==> src/rtl/core_pkg.sv <==
// Shared core definitions: address width, PC increment, reset vector and the
// next-PC source select used by next_pc_gen.
package core_pkg;

  localparam int WIDTH = 32;
  localparam int PC_INC = 4;
  localparam logic [WIDTH-1:0] RESET_VECTOR = 32'h0000_0000;

  typedef enum logic [2:0] {
    SEL_RESET,
    SEL_HOLD,
    SEL_RET,
    SEL_JUMP,
    SEL_BRANCH,
    SEL_SEQ
  } npc_sel_t;

endpackage

==> src/rtl/next_pc_gen_if.sv <==
// Control/target bundle between the core and the next-PC generator.
// All signals are level-sampled each cycle; there is no valid/ready handshake.
interface next_pc_gen_if #(
  parameter int WIDTH = 32,
  parameter int RAS_DEPTH = 4
);

  logic [WIDTH-1:0] pc_in;
  logic stall;
  logic branch_taken;
  logic [WIDTH-1:0] branch_offset;
  logic jump;
  logic call;
  logic [WIDTH-1:0] jump_target;
  logic ret;
  logic [WIDTH-1:0] ret_target;
  logic [WIDTH-1:0] next_pc;
  logic ras_empty;
  logic ras_full;
  logic [$clog2(RAS_DEPTH):0] ras_count;

  modport master (
    output pc_in, stall, branch_taken, branch_offset, jump, call,
           jump_target, ret, ret_target,
    input  next_pc, ras_empty, ras_full, ras_count
  );

  modport slave (
    input  pc_in, stall, branch_taken, branch_offset, jump, call,
           jump_target, ret, ret_target,
    output next_pc, ras_empty, ras_full, ras_count
  );

endinterface

==> src/rtl/next_pc_gen_ras_stack.sv <==
// Circular return-address stack: top pointer plus saturating count. When full,
// a push overwrites the oldest entry. Entry storage is not reset.
module ras_stack #(
  parameter int WIDTH = 32,
  parameter int DEPTH = 4
) (
  input  logic                     clock,
  input  logic                     clear,
  input  logic                     push,
  input  logic                     pop,
  input  logic [WIDTH-1:0]         push_data,
  output logic [WIDTH-1:0]         top,
  output logic                     empty,
  output logic                     full,
  output logic [$clog2(DEPTH):0]   count
);

  localparam int PW = $clog2(DEPTH);
  localparam int CW = PW + 1;

  logic [WIDTH-1:0] mem_q [DEPTH];
  logic [PW-1:0]    tp_q, tp_d;
  logic [CW-1:0]    count_q, count_d;
  logic             do_push, do_pop;

  // Pop has priority; popping an empty stack is a no-op.
  assign do_pop  = pop && (count_q != '0);
  assign do_push = push && !pop;

  always_comb begin
    tp_d    = tp_q;
    count_d = count_q;
    if (do_pop) begin
      tp_d    = tp_q - 1'b1;
      count_d = count_q - 1'b1;
    end else if (do_push) begin
      tp_d = tp_q + 1'b1;
      if (count_q != CW'(DEPTH)) count_d = count_q + 1'b1;
    end
  end

  always_ff @(posedge clock) begin
    if (clear) begin
      tp_q    <= '0;
      count_q <= '0;
    end else begin
      tp_q    <= tp_d;
      count_q <= count_d;
    end
  end

  always_ff @(posedge clock) begin
    if (!clear && do_push) mem_q[tp_d] <= push_data;
  end

  assign top   = mem_q[tp_q];
  assign empty = (count_q == '0);
  assign full  = (count_q == CW'(DEPTH));
  assign count = count_q;

endmodule

==> src/rtl/next_pc_gen.sv <==
// Next-PC generator: priority select over reset/hold/return/jump/branch/+4.
// Return-address stack is built only when NEXT_PC_RAS_EN is defined.
module next_pc_gen #(
  parameter int WIDTH = core_pkg::WIDTH,
  parameter int RAS_DEPTH = 4,
  parameter logic [WIDTH-1:0] RESET_VECTOR = WIDTH'(core_pkg::RESET_VECTOR)
) (
  input logic            clock,
  input logic            reset,
  next_pc_gen_if.slave   bus
);

  import core_pkg::*;

  npc_sel_t         sel;
  logic [WIDTH-1:0] pc_plus_inc;
  logic [WIDTH-1:0] branch_pc;
  logic [WIDTH-1:0] ret_pc;

  assign pc_plus_inc = bus.pc_in + WIDTH'(PC_INC);
  assign branch_pc   = bus.pc_in + bus.branch_offset;

  always_comb begin
    sel = SEL_SEQ;
    if (reset)                      sel = SEL_RESET;
    else if (bus.stall)             sel = SEL_HOLD;
    else if (bus.ret)               sel = SEL_RET;
    else if (bus.call || bus.jump)  sel = SEL_JUMP;
    else if (bus.branch_taken)      sel = SEL_BRANCH;
  end

`ifdef NEXT_PC_RAS_EN
  logic [WIDTH-1:0] ras_top;
  logic             ras_push, ras_pop;

  // Reset and stall both land outside SEL_RET/SEL_JUMP, so they block stack updates.
  assign ras_push = (sel == SEL_JUMP) && bus.call;
  assign ras_pop  = (sel == SEL_RET);

  ras_stack #(
    .WIDTH (WIDTH),
    .DEPTH (RAS_DEPTH)
  ) u_ras (
    .clock     (clock),
    .clear     (reset),
    .push      (ras_push),
    .pop       (ras_pop),
    .push_data (pc_plus_inc),
    .top       (ras_top),
    .empty     (bus.ras_empty),
    .full      (bus.ras_full),
    .count     (bus.ras_count)
  );

  assign ret_pc = bus.ras_empty ? bus.ret_target : ras_top;
`else
  logic unused_clock;

  assign unused_clock  = clock;
  assign ret_pc        = bus.ret_target;
  assign bus.ras_empty = 1'b1;
  assign bus.ras_full  = 1'b0;
  assign bus.ras_count = '0;
`endif

  always_comb begin
    bus.next_pc = pc_plus_inc;
    unique case (sel)
      SEL_RESET:  bus.next_pc = RESET_VECTOR;
      SEL_HOLD:   bus.next_pc = bus.pc_in;
      SEL_RET:    bus.next_pc = ret_pc;
      SEL_JUMP:   bus.next_pc = bus.jump_target;
      SEL_BRANCH: bus.next_pc = branch_pc;
      default:    bus.next_pc = pc_plus_inc;
    endcase
  end

endmodule

==> src/flat_wrapper.sv <==
// flat-port wrapper written by rule: the top's interface ports become plain ports
module next_pc_gen_flat import core_pkg::*;
#(
  parameter int WIDTH = core_pkg::WIDTH,
  parameter int RAS_DEPTH = 4,
  parameter logic [WIDTH-1:0] RESET_VECTOR = WIDTH'(core_pkg::RESET_VECTOR)
)
  (clock, reset, bus_pc_in, bus_stall, bus_branch_taken, bus_branch_offset, bus_jump, bus_call, bus_jump_target, bus_ret, bus_ret_target, bus_next_pc, bus_ras_empty, bus_ras_full, bus_ras_count);
  next_pc_gen_if #(.WIDTH(WIDTH), .RAS_DEPTH(RAS_DEPTH)) bus_i ();
  input logic clock;
  input logic reset;
  input wire logic [$bits(bus_i.pc_in)-1:0] bus_pc_in;
  input wire logic [$bits(bus_i.stall)-1:0] bus_stall;
  input wire logic [$bits(bus_i.branch_taken)-1:0] bus_branch_taken;
  input wire logic [$bits(bus_i.branch_offset)-1:0] bus_branch_offset;
  input wire logic [$bits(bus_i.jump)-1:0] bus_jump;
  input wire logic [$bits(bus_i.call)-1:0] bus_call;
  input wire logic [$bits(bus_i.jump_target)-1:0] bus_jump_target;
  input wire logic [$bits(bus_i.ret)-1:0] bus_ret;
  input wire logic [$bits(bus_i.ret_target)-1:0] bus_ret_target;
  output wire logic [$bits(bus_i.next_pc)-1:0] bus_next_pc;
  output wire logic [$bits(bus_i.ras_empty)-1:0] bus_ras_empty;
  output wire logic [$bits(bus_i.ras_full)-1:0] bus_ras_full;
  output wire logic [$bits(bus_i.ras_count)-1:0] bus_ras_count;
  assign bus_i.pc_in = bus_pc_in;
  assign bus_i.stall = bus_stall;
  assign bus_i.branch_taken = bus_branch_taken;
  assign bus_i.branch_offset = bus_branch_offset;
  assign bus_i.jump = bus_jump;
  assign bus_i.call = bus_call;
  assign bus_i.jump_target = bus_jump_target;
  assign bus_i.ret = bus_ret;
  assign bus_i.ret_target = bus_ret_target;
  assign bus_next_pc = bus_i.next_pc;
  assign bus_ras_empty = bus_i.ras_empty;
  assign bus_ras_full = bus_i.ras_full;
  assign bus_ras_count = bus_i.ras_count;
  next_pc_gen #(.WIDTH(WIDTH), .RAS_DEPTH(RAS_DEPTH), .RESET_VECTOR(RESET_VECTOR)) u_core (.clock(clock), .reset(reset), .bus(bus_i));
endmodule
==> config.mk <==
export PLATFORM = sky130hd
export DESIGN_NAME = next_pc_gen_flat
export DESIGN_NICKNAME = d
export VERILOG_FILES = /design/src/rtl/core_pkg.sv /design/src/rtl/next_pc_gen_if.sv /design/src/rtl/next_pc_gen_ras_stack.sv /design/src/rtl/next_pc_gen.sv /design/src/flat_wrapper.sv
export SDC_FILE = /design/constraint.sdc
export NUM_CORES = 1
export LEC_CHECK = 0
export CORE_ASPECT_RATIO = 1.5
export CORE_MARGIN = 3
export CORE_UTILIZATION = 39
export DETAILED_ROUTE_END_ITERATION = 10
export PLACE_DENSITY = 0.87
export SYNTH_ARGS = -nofsm -noshare
export SYNTH_HDL_FRONTEND = slang
export SYNTH_SLANG_ARGS = --single-unit
==> constraint.sdc <==
create_clock -name vclk -period 3.05
set_input_delay 0.61 -clock vclk [all_inputs]
set_output_delay 0.61 -clock vclk [all_outputs]
set_load 0.1 [all_outputs]
==> out/metrics.cfg, run 1 <==
[global_route]
grt_pass1_vias = 9089
grt_first_pass_wirelength_mm = 55.3
grt_max_degree = 14
grt_overflow = 169
grt_use_total = 0.742

[yosys]
yosysWarningCount = 0
yosysSeqAreaShare = 0
synthDistinctLibCells = 67
synth_area_leaders = ha_1, o21ai_0, a21oi_1, nand2_1, a222oi_1
syn-instance-count = 526
avgSynthCellArea_um2 = 6.48
netlist_area_mm2 = 0.00341
yosys.area.top_type = ha_1
synth_top_area_share = 0.117

[run_status]
status = aborted with a tool error
toolErrorMsg = [ERROR GRT-0116] Global routing finished with congestion. Check the congestion regions in the DRC Viewer.
lastStage = global routing (5_1_grt)

[die]
ios = 172
start_util = 0.403
num_rows = 41
die_h_um = 121
dieWidth_um = 82.3

[placed_design]
portBuffers = 166
place_hpwl_mm = 18.4
gp_congestion = 1.20
preCtsSetupSlack_ns = -1.07

[clock_network]
ctsHoldBuffers = 0

==> through the flow <==
step                instances  cell area (um2)
CTS                       976             8210
detailed placement        947             7370
global placement          947             7370
floorplan                 529             4200
==> synthesized netlist by cell type, types with 10 or more instances <==
library cell / count
a22oi_1: 10
a21oi_1: 49
xor2_1: 17
nand4_1: 16
o21ai_0: 53
nand2_1: 65
buf_2: 15
inv_1: 12
nor3_1: 14
ha_1: 32
nor2_1: 35
xnor2_1: 23
a31oi_1: 10
nand3_1: 22
a222oi_1: 21
==> layer usage <==
metal / GRT usage / GRT overflow
met1: 0.694 / 2
met2: 0.970 / 123
met3: 0.507 / 0
met4: 0.830 / 44
met5: 0.0588 / 0
==> logic make-up after synthesis <==
| group | Yosys count | synth area share |
|---|---|---|
| multiplexers | 3 | 0.00917 |
| XOR/XNOR | 40 | 0.103 |
| adder cells (fa/ha/maj) | 33 | 0.123 |
| other | 2 | 0.00220 |
| buffers and inverters | 47 | 0.0734 |
| AND/OR/NAND/NOR | 197 | 0.280 |
| AO/OA/AOI/OAI | 204 | 0.409 |
==> timing repair <==
action / in CTS
pin swaps: 105
setup buffers: 31
hold endpoints to repair: 0
gates resized for setup: 255
endpoints found under the setup margin: 32
==> inputs of run 2 (changes only) <==
Settings changed: CORE_ASPECT_RATIO 1.5 to not set, CORE_UTILIZATION 39 to 40, PLACE_DENSITY 0.87 to not set, PLACE_DENSITY_LB_ADDON set to 0.15.
Clock period 3.05 ns to 3.96 ns, I/O delays scaled along.
==> run 2 against run 1 <==
The flow now finishes, with violations (setup timing). Synthesized cell count is the same. Synthesized area is the same.
==> out/metrics.cfg, run 2 <==
[route]
drt-vias-per-instance = 6.69
wl_per_cell_um = 24.0
drtIter0Drc = 779
wirelength_mm = 22.4
drc = 0
postRouteAntennaNets = 0
num_vias = 6253
drt_pass1_iterations = 8

[layout]
ff_latch_area_um2 = 0
stdcell_count = 934
final_area_mm2 = 0.00737
final_common_cell = buf_4
final_util = 0.892
nets = 999
drive_above_1_share = 0.409
final_cell_mix = buf_4, clkdlybuf4s50_1, nand2_1, o21ai_0, a21oi_1
flops_and_latches = 0
area_growth_pct = 116
diodes = 0
clkbuf_count = 0
num-fill-cells = 387

[placed_design]
preCtsSetupSlack_ns = -0.468  ; +0.604 ns
dpl_cell_area_mm2 = 0.00684  ; -7.2%
portBuffers = 166  ; unchanged
place_hpwl_mm = 15.7  ; -15%
gp_congestion = 0.999  ; -17%
dp_cells = 912  ; -3.7%

[power_and_ir_drop]
p_seq_frac = 0
p_int_mw = 0.588
leakage_nw = 3.05
powerDensity_mw_per_mm2 = 178
ir_drop_uv = 137
pwr-share-comb = 1.000
power.switching_mw = 0.724
power_frac_clock = 0
sw_frac_of_total = 0.552

[yosys]
synth_area_leaders = ha_1, o21ai_0, a21oi_1, nand2_1, a222oi_1
yosys.area.top_type = ha_1
yosysSeqAreaShare = 0  ; unchanged
netlist_area_mm2 = 0.00341  ; unchanged
syn-instance-count = 526  ; unchanged
synthDistinctLibCells = 67  ; unchanged
yosysWarningCount = 0  ; unchanged
avgSynthCellArea_um2 = 6.48  ; unchanged
netlist_top_cells_count = nand2_1, o21ai_0, a21oi_1
synth_top_area_share = 0.117  ; unchanged
synth.most_common_cell = nand2_1

[global_route]
antenna_found_initial = 0
grt_first_pass_wirelength_mm = 31.0
grt_max_degree = 24
use_met3 = 0.0814
grtUsageMet2 = 0.654
grt_pass1_vias = 5861
grt.busiest_layer = met2
use_met1 = 0.489
grt_use_total = 0.391
grt_overflow = 0

[die]
start_util = 0.413  ; +0.0101
design.core.area_mm2 = 0.00826
die_h_um = 98.3  ; -18%
num_rows = 33  ; -20%
dieWidth_um = 98.3  ; +19%
ios = 172  ; unchanged
die_area_mm2 = 0.00967

[sta]
slew_headroom = 0.599
fin_crit_ns = 4.14
rsz0062_at_grt = true
drv_slew = 0
setup_violations = 12
period_share = 1.05
worst_slack_ns = -0.180
finalHoldViolCount = 0
fmax_mhz = 242
tns_ns = -0.900
worst_slew_pin_slew_ns = 0.602

[hold_path]
min-delay-start = bus_pc_in[1]
min_path_type = in2out
min_path_cells = 4
hold_end = bus_next_pc[1]

[critical_path]
path_class = in2out
crit_path_start_kind = input port
cp_max_fo = 12
path_depth = 10
worst-path-buf-inv = 4
end_kind = output port
cp_slowest_cell = clkdlybuf4s50_1
slowest_delay_ns = 0.53
crit_chain = clkdlybuf4s50_1 > nor3_1 > nor2b_2 > buf_4 > buf_4 > a221o_1 > a21oi_1 > a21oi_1 > o221a_2 > buf_12
required_ns = 3.17
arrival_ns = 3.35
crit_family = buffers and inverters

[job]
maxCapViolCount = 0

[run_status]
status = finished with violations
violations = setup timing

[clock_network]
ctsHoldBuffers = 0  ; unchanged

==> run 2: cell counts after synthesis <==
Identical to the previous run, type by type.
==> run 2: layout make-up <==
class,count,area [um2],share of cell area
Timing Repair Buffer,335,3190,0.433
Multi-Input combinational cell,482,4000,0.543
Tap cell,105,131,0.0178
Inverter,12,47.5,0.00645
==> run 2: cell families after synthesis <==
logic type / count (synthesis) / synth area share
AOI/OAI and AO/OA: 204 / 0.409
and+or+nand+nor: 197 / 0.280
buffers and inverters: 47 / 0.0734
xor gates and xnor gates: 40 / 0.103
adders and majority gates: 33 / 0.123
muxes: 3 / 0.00917
other: 2 / 0.00220
==> run 2: power by group through the flow <==
stage          registers (mW)  clock network, mW  logic [mW]
6_report                    0                  0        1.31
5_1_grt                     0                  0        1.36
4_1_cts                     0                  0        1.20
3_5_place_dp                0                  0        1.16
3_3_place_gp                0                  0        1.14
2_1_floorplan               0                  0       0.640
==> run 2: metrics by stage <==
step	power (mW)	hold WS, ns
after detailed placement	1.16	2.37
after CTS	1.20	2.03
after floorplan	0.640	1.90
after global placement	1.14	2.34
after global routing	1.36	2.00
final	1.31	1.99
==> run 2: worst min-delay path, stage by stage <==
cell     delay [ns]
buf_8          0.08
nand2_1        0.06
o21ai_2        0.08
buf_12         0.17
==> run 2: routing by layer <==
metal	up-vias	wire length [um]
met4	0	1580
met5	-	0
li1	2651	-
met1	2831	7790
met3	177	2800
met2	594	10300
==> run 2: worst max-delay path by stage <==
stage,start,end,slack [ns]
4_1_cts,bus_branch_offset[0],bus_next_pc[30],0.003
3_3_place_gp,bus_branch_offset[0],bus_next_pc[30],-0.46
5_1_grt,bus_stall,bus_next_pc[5],-0.24
6_report,bus_stall,bus_next_pc[5],-0.18
2_1_floorplan,bus_branch_offset[0],bus_next_pc[22],-1.52
3_5_place_dp,bus_branch_offset[0],bus_next_pc[30],-0.47
==> run 2: repair_timing <==
action / in CTS / in global routing
pin swaps: 35 / 55
cloned: 0 / 0
resized for setup: 102 / 94
endpoints found under the setup margin: 23 / 14
buffers inserted: 9 / 13
No activity file was read; power rests on OpenSTA's default activity.
==> inputs of run 3 (changes only) <==
Clock period 3.96 ns to 5.1 ns, I/O delays scaled along.
==> run 3 against run 2 <==
Largest power group unchanged. The flow now finishes without violations. Worst setup slack better by 0.26 ns. First-iteration DRC count down 33%. Die area unchanged. Cell count down 13%. Power down 40%. Worst hold slack better by 0.88 ns. Count of clock-buffer cells in the layout unchanged. Via count down 18%.
==> out/metrics.cfg, run 3 (synthesis results as in run 2) <==
[critical_path]
crit_path_start_kind = input port
path_class = in2out
crit_family = compound AO/OA/AOI/OAI gates
required_ns = 4.08  ; +0.91 ns
cp_max_fo = 8  ; -4
crit_chain = clkdlybuf4s50_1 > ha_1 > nand4_1 > or2_0 > o22ai_1 > nor2_1 > a2111o_1 > a211o_1 > o211ai_1 > buf_12
worst-path-buf-inv = 2  ; -2
slowest_delay_ns = 0.52  ; about the same
cp-startpoint = bus_pc_in[15]
end_kind = output port
cp_slowest_cell = clkdlybuf4s50_1
arrival_ns = 4.00  ; +0.65 ns

[layout]
final_common_cell = clkdlybuf4s50_1
diodes = 0  ; unchanged
multi_input_area_mm2 = 0.00324  ; -19%
ff_latch_area_um2 = 0  ; unchanged
num-fill-cells = 699  ; +81%
area_growth_pct = 68.1
nets = 875  ; -12%
final_cell_mix = clkdlybuf4s50_1, nand2_1, a21oi_1, o21ai_0, buf_4
clkbuf_count = 0  ; unchanged
final_util = 0.694  ; -0.198
stdcell_count = 810  ; -13%
drive_above_1_share = 0.143  ; -0.266
flops_and_latches = 0  ; unchanged

[placed_design]
portBuffers = 166  ; unchanged
place_hpwl_mm = 13.9  ; -11%
dp_cells = 810  ; -11%
gp_congestion = 1.01  ; +1.5%

[hold_path]
min_path_type = in2out
min-delay-start = bus_pc_in[1]

[die]
die_area_mm2 = 0.00967  ; unchanged
start_util = 0.413  ; unchanged
num_rows = 33  ; unchanged
design.core.area_mm2 = 0.00826  ; unchanged
dieWidth_um = 98.3  ; unchanged
die_h_um = 98.3  ; unchanged
ios = 172  ; unchanged

[global_route]
antenna_found_initial = 0  ; unchanged
grt_pass1_vias = 4817  ; -18%
grt_overflow = 0  ; unchanged
grt_max_degree = 19  ; -21%
grt_first_pass_wirelength_mm = 26.0  ; -16%
grt_use_total = 0.327  ; -0.0638

[sta]
setup_violations = 0  ; -12
period_share = 0.984
fmax_mhz = 199
rsz0062_at_grt = false
slew_headroom = 0.494  ; -0.105
fin_crit_ns = 5.02
drv_slew = 0  ; unchanged
worst_slew_pin_slew_ns = 0.758  ; +0.156 ns
whs_ns = 2.87  ; +0.881 ns
finalHoldViolCount = 0  ; unchanged
tns_ns = 0  ; +0.900 ns

[power_and_ir_drop]
powerDensity_mw_per_mm2 = 137  ; -23%
leakage_nw = 2.22  ; -27%
ir_drop_uv = 92.7  ; -32%

[route]
postRouteAntennaNets = 0  ; unchanged
num_vias = 5131  ; -18%
wl_per_cell_um = 20.6  ; -14%
drt_pass1_iterations = 6  ; -2
drc = 0  ; unchanged
drt-vias-per-instance = 6.33  ; -5.4%
drtIter0Drc = 524  ; -33%
wirelength_mm = 16.7  ; -25%

[run_status]
status = finished clean

[job]
maxCapViolCount = 0  ; unchanged

[clock_network]
ctsHoldBuffers = 0  ; unchanged
cts_resized = 0  ; -100%
cts_setup_buffers = 0  ; -9

-- run 3: layout make-up --
cell class / count / area share
well taps: 105 / 0.0229
repair buffers: 211 / 0.405
multi-input cells: 482 / 0.565
inverters: 12 / 0.00786
-- run 3: power by group --
part	switching, mW	internal (mW)
Sequential	0	0
Clock	0	0
Combinational	0.460	0.325
-- run 3: through the flow --
| stage | power (mW) | setup WS (ns) | instance area (um2) |
|---|---|---|---|
| floorplan | 0.452 | -0.835 | 3480 |
| global placement | 0.765 | 0.0983 | 5730 |
| detailed placement | 0.771 | 0.0536 | 5730 |
| CTS | 0.775 | 0.0422 | 5730 |
| global route | 0.827 | 0.0142 | 5730 |
| finish | 0.785 | 0.0830 | 5730 |
-- run 3: final timing paths --
| kind | to | slack [ns] | cells past startpoint |
|---|---|---|---|
| setup / recovery | bus_next_pc[25] | 0.08 | 10 |
| hold / removal | bus_next_pc[1] | 2.87 | 4 |
-- run 3: routing by layer --
layer  track usage  share of wire  up-vias
met3        0.0429           0.11       16
met4        0.0494          0.010        0
met5             0              0        -
li1              -              -     2391
met1         0.472           0.43     2410
met2         0.528           0.45      314
==> inputs of run 4 (changes only) <==
Settings changed: ABC_AREA set to 1, ABC_CLOCK_PERIOD_IN_PS set to 5100.
==> run 4 against run 3 <==
Non-clock buffer count fell by 40. Design area grew 10%. Sequential cell count did not move. Utilization shrank 6.3 points. Critical path type unchanged. Critical endpoint is now bus_next_pc[14].
==> out/metrics.cfg, run 4 <==
[run_status]
status = finished clean

[clock_network]
cts_setup_buffers = 0  ; unchanged
cts_resized = 0  ; unchanged
ctsHoldBuffers = 0  ; unchanged

[die]
die_area_mm2 = 0.0118  ; +22%
dieWidth_um = 109  ; +11%
ios = 172  ; unchanged
design.core.area_mm2 = 0.0100  ; +21%
start_util = 0.422  ; +0.00904
num_rows = 36  ; +9.1%
die_h_um = 109  ; +11%

[yosys]
synthDistinctLibCells = 46  ; -31%
muxShareOfSynthArea = 0  ; -0.00917
synth_xor_xnor_area_share = 0.0394  ; -0.0633
netlist_area_mm2 = 0.00422  ; +24%
syn-instance-count = 847  ; +61%
netlist_top_cells_count = nand2_1, inv_1, nor2_1
synth_area_leaders = nand2_1, inv_1, ha_1, nand3_1, nor2_1
yosys.area_share.simple = 0.538  ; +0.257
yosysWarningCount = 0  ; unchanged
yosys.area.top_type = nand2_1
synthAdderAreaFrac = 0.0996  ; -0.0237
synth_compound_area_frac = 0.164  ; -0.245
synth.most_common_cell = nand2_1
synth_top_area_share = 0.255  ; +0.138
synth_top_family_by_area = simple AND/OR/NAND/NOR gates
yosysSeqAreaShare = 0  ; unchanged
avgSynthCellArea_um2 = 4.98  ; -23%

[sta]
rsz0062_at_grt = false
tns_ns = 0  ; unchanged
slew_headroom = 0.606  ; +0.112
worst_slew_pin_slew_ns = 0.588  ; -0.170 ns
setup_violations = 0  ; unchanged
drv_slew = 0  ; unchanged
finalHoldViolCount = 0  ; unchanged
fin_crit_ns = 4.83  ; -0.190 ns
period_share = 0.946  ; -0.0373
fmax_mhz = 207  ; +3.9%

[placed_design]
dp_cells = 1136  ; +40%
gp_congestion = 0.978  ; -3.6%
portBuffers = 166  ; unchanged
place_hpwl_mm = 14.9  ; +7.7%

[critical_path]
end_kind = output port
crit_path_start_kind = input port
cp_max_fo = 4  ; -4
required_ns = 4.08  ; about the same
path_class = in2out
arrival_ns = 3.81  ; -0.19 ns

[power_and_ir_drop]
powerDensity_mw_per_mm2 = 120  ; -12%
leakage_nw = 3.22  ; +45%
ir_drop_uv = 86.1  ; -7.1%

[layout]
nets = 1173  ; +34%
stdcell_count = 1136  ; +40%
drive_above_1_share = 0.0808  ; -0.0625
final_cell_mix = nand2_1, inv_1, clkdlybuf4s50_1, nor2_1, nand3_1
ff_latch_area_um2 = 0  ; unchanged
final_common_cell = nand2_1
flops_and_latches = 0  ; unchanged
clkbuf_count = 0  ; unchanged
num-fill-cells = 1017  ; +45%
area_growth_pct = 49.7
diodes = 0  ; unchanged

[route]
drt_pass1_iterations = 5  ; -1
postRouteAntennaNets = 0  ; unchanged
wirelength_mm = 17.4  ; +4.0%
wl_per_cell_um = 15.3  ; -26%
drtIter0Drc = 376  ; -28%
drt-vias-per-instance = 5.21  ; -18%
num_vias = 5915  ; +15%
drc = 0  ; unchanged

[global_route]
grt_overflow = 0  ; unchanged
grtUsageMet2 = 0.477  ; -0.0503
antenna_found_initial = 0  ; unchanged
grt_use_total = 0.290  ; -0.0363
grt_pass1_vias = 5520  ; +15%
use_met3 = 0.0349  ; -0.00793
grt.busiest_layer = met2
grt_first_pass_wirelength_mm = 27.3  ; +5.0%
grt_max_degree = 32  ; +13
use_met1 = 0.415  ; -0.0564

[job]
maxCapViolCount = 0  ; unchanged

[hold_path]
min_path_type = in2out

## run 4: cell count changes in the layout (fill, tap and decap cells not counted), moves of 23 or more
cell	delta
buf_4	-40
inv_1	+129
nand2_1	+222
nand3_1	+57
nor2_1	+46
xnor2_1	-23
## run 4: cell families after synthesis
| family | after synthesis |
|---|---|
| AND/OR/NAND/NOR | 510 |
| XOR/XNOR | 19 |
| other | 2 |
| buffers and inverters | 168 |
| adder cells (fa/ha/maj) | 33 |
| AO/OA/AOI/OAI | 115 |
## run 4: layout make-up
type,instances,area [um2],share of cell area
Multi-Input combinational cell,682,3570,0.565
Timing Repair Buffer,171,2020,0.320
Inverter,150,563,0.0892
Tap cell,133,166,0.0264
## run 4: per-layer routing
| layer | up-vias | share of wire |
|---|---|---|
| met5 | - | 0 |
| met1 | 2629 | 0.44 |
| li1 | 3021 | - |
| met2 | 243 | 0.45 |
| met4 | 0 | 0.016 |
| met3 | 22 | 0.088 |
## run 4: where the power goes
group / switching (mW) / internal, mW / total (mW)
logic: 0.468 / 0.290 / 0.758
registers: 0 / 0 / 0
clock network: 0 / 0 / 0
total: 0.468 / 0.290 / 0.758
## run 4: worst max-delay path: stages
cell and delay, ns:
clkdlybuf4s50_1 0.49, ha_1 0.23, inv_1 0.07, fa_1 0.35, inv_1 0.16, nand2_1 0.10
o21ai_1 0.24, nand2_1 0.08, nand2_1 0.11, nand2_1 0.07, nand2_1 0.18, o21ai_0 0.18
a21oi_1 0.29, buf_12 0.22
## run 4: per-stage QoR
step	hold WS (ns)	setup WS [ns]	cell area, um2	utilization	power [mW]
final	2.84	0.273	6310	0.632	0.758
after CTS	2.85	0.336	6310	0.632	0.754
after floorplan	2.52	0.205	4230	-	0.453
after global routing	2.87	0.0327	6310	0.632	0.817
after detailed placement	2.84	0.356	6310	0.632	0.751
after global placement	2.83	0.370	6310	0.632	0.748
## run 4: path summary, 6_finish.rpt
| check | start | end | slack, ns | depth (start not counted) |
|---|---|---|---|---|
| worst min-delay path | bus_ret_target[0] | bus_next_pc[0] | 2.84 | 4 |
| worst max-delay path | bus_pc_in[0] | bus_next_pc[14] | 0.27 | 14 |
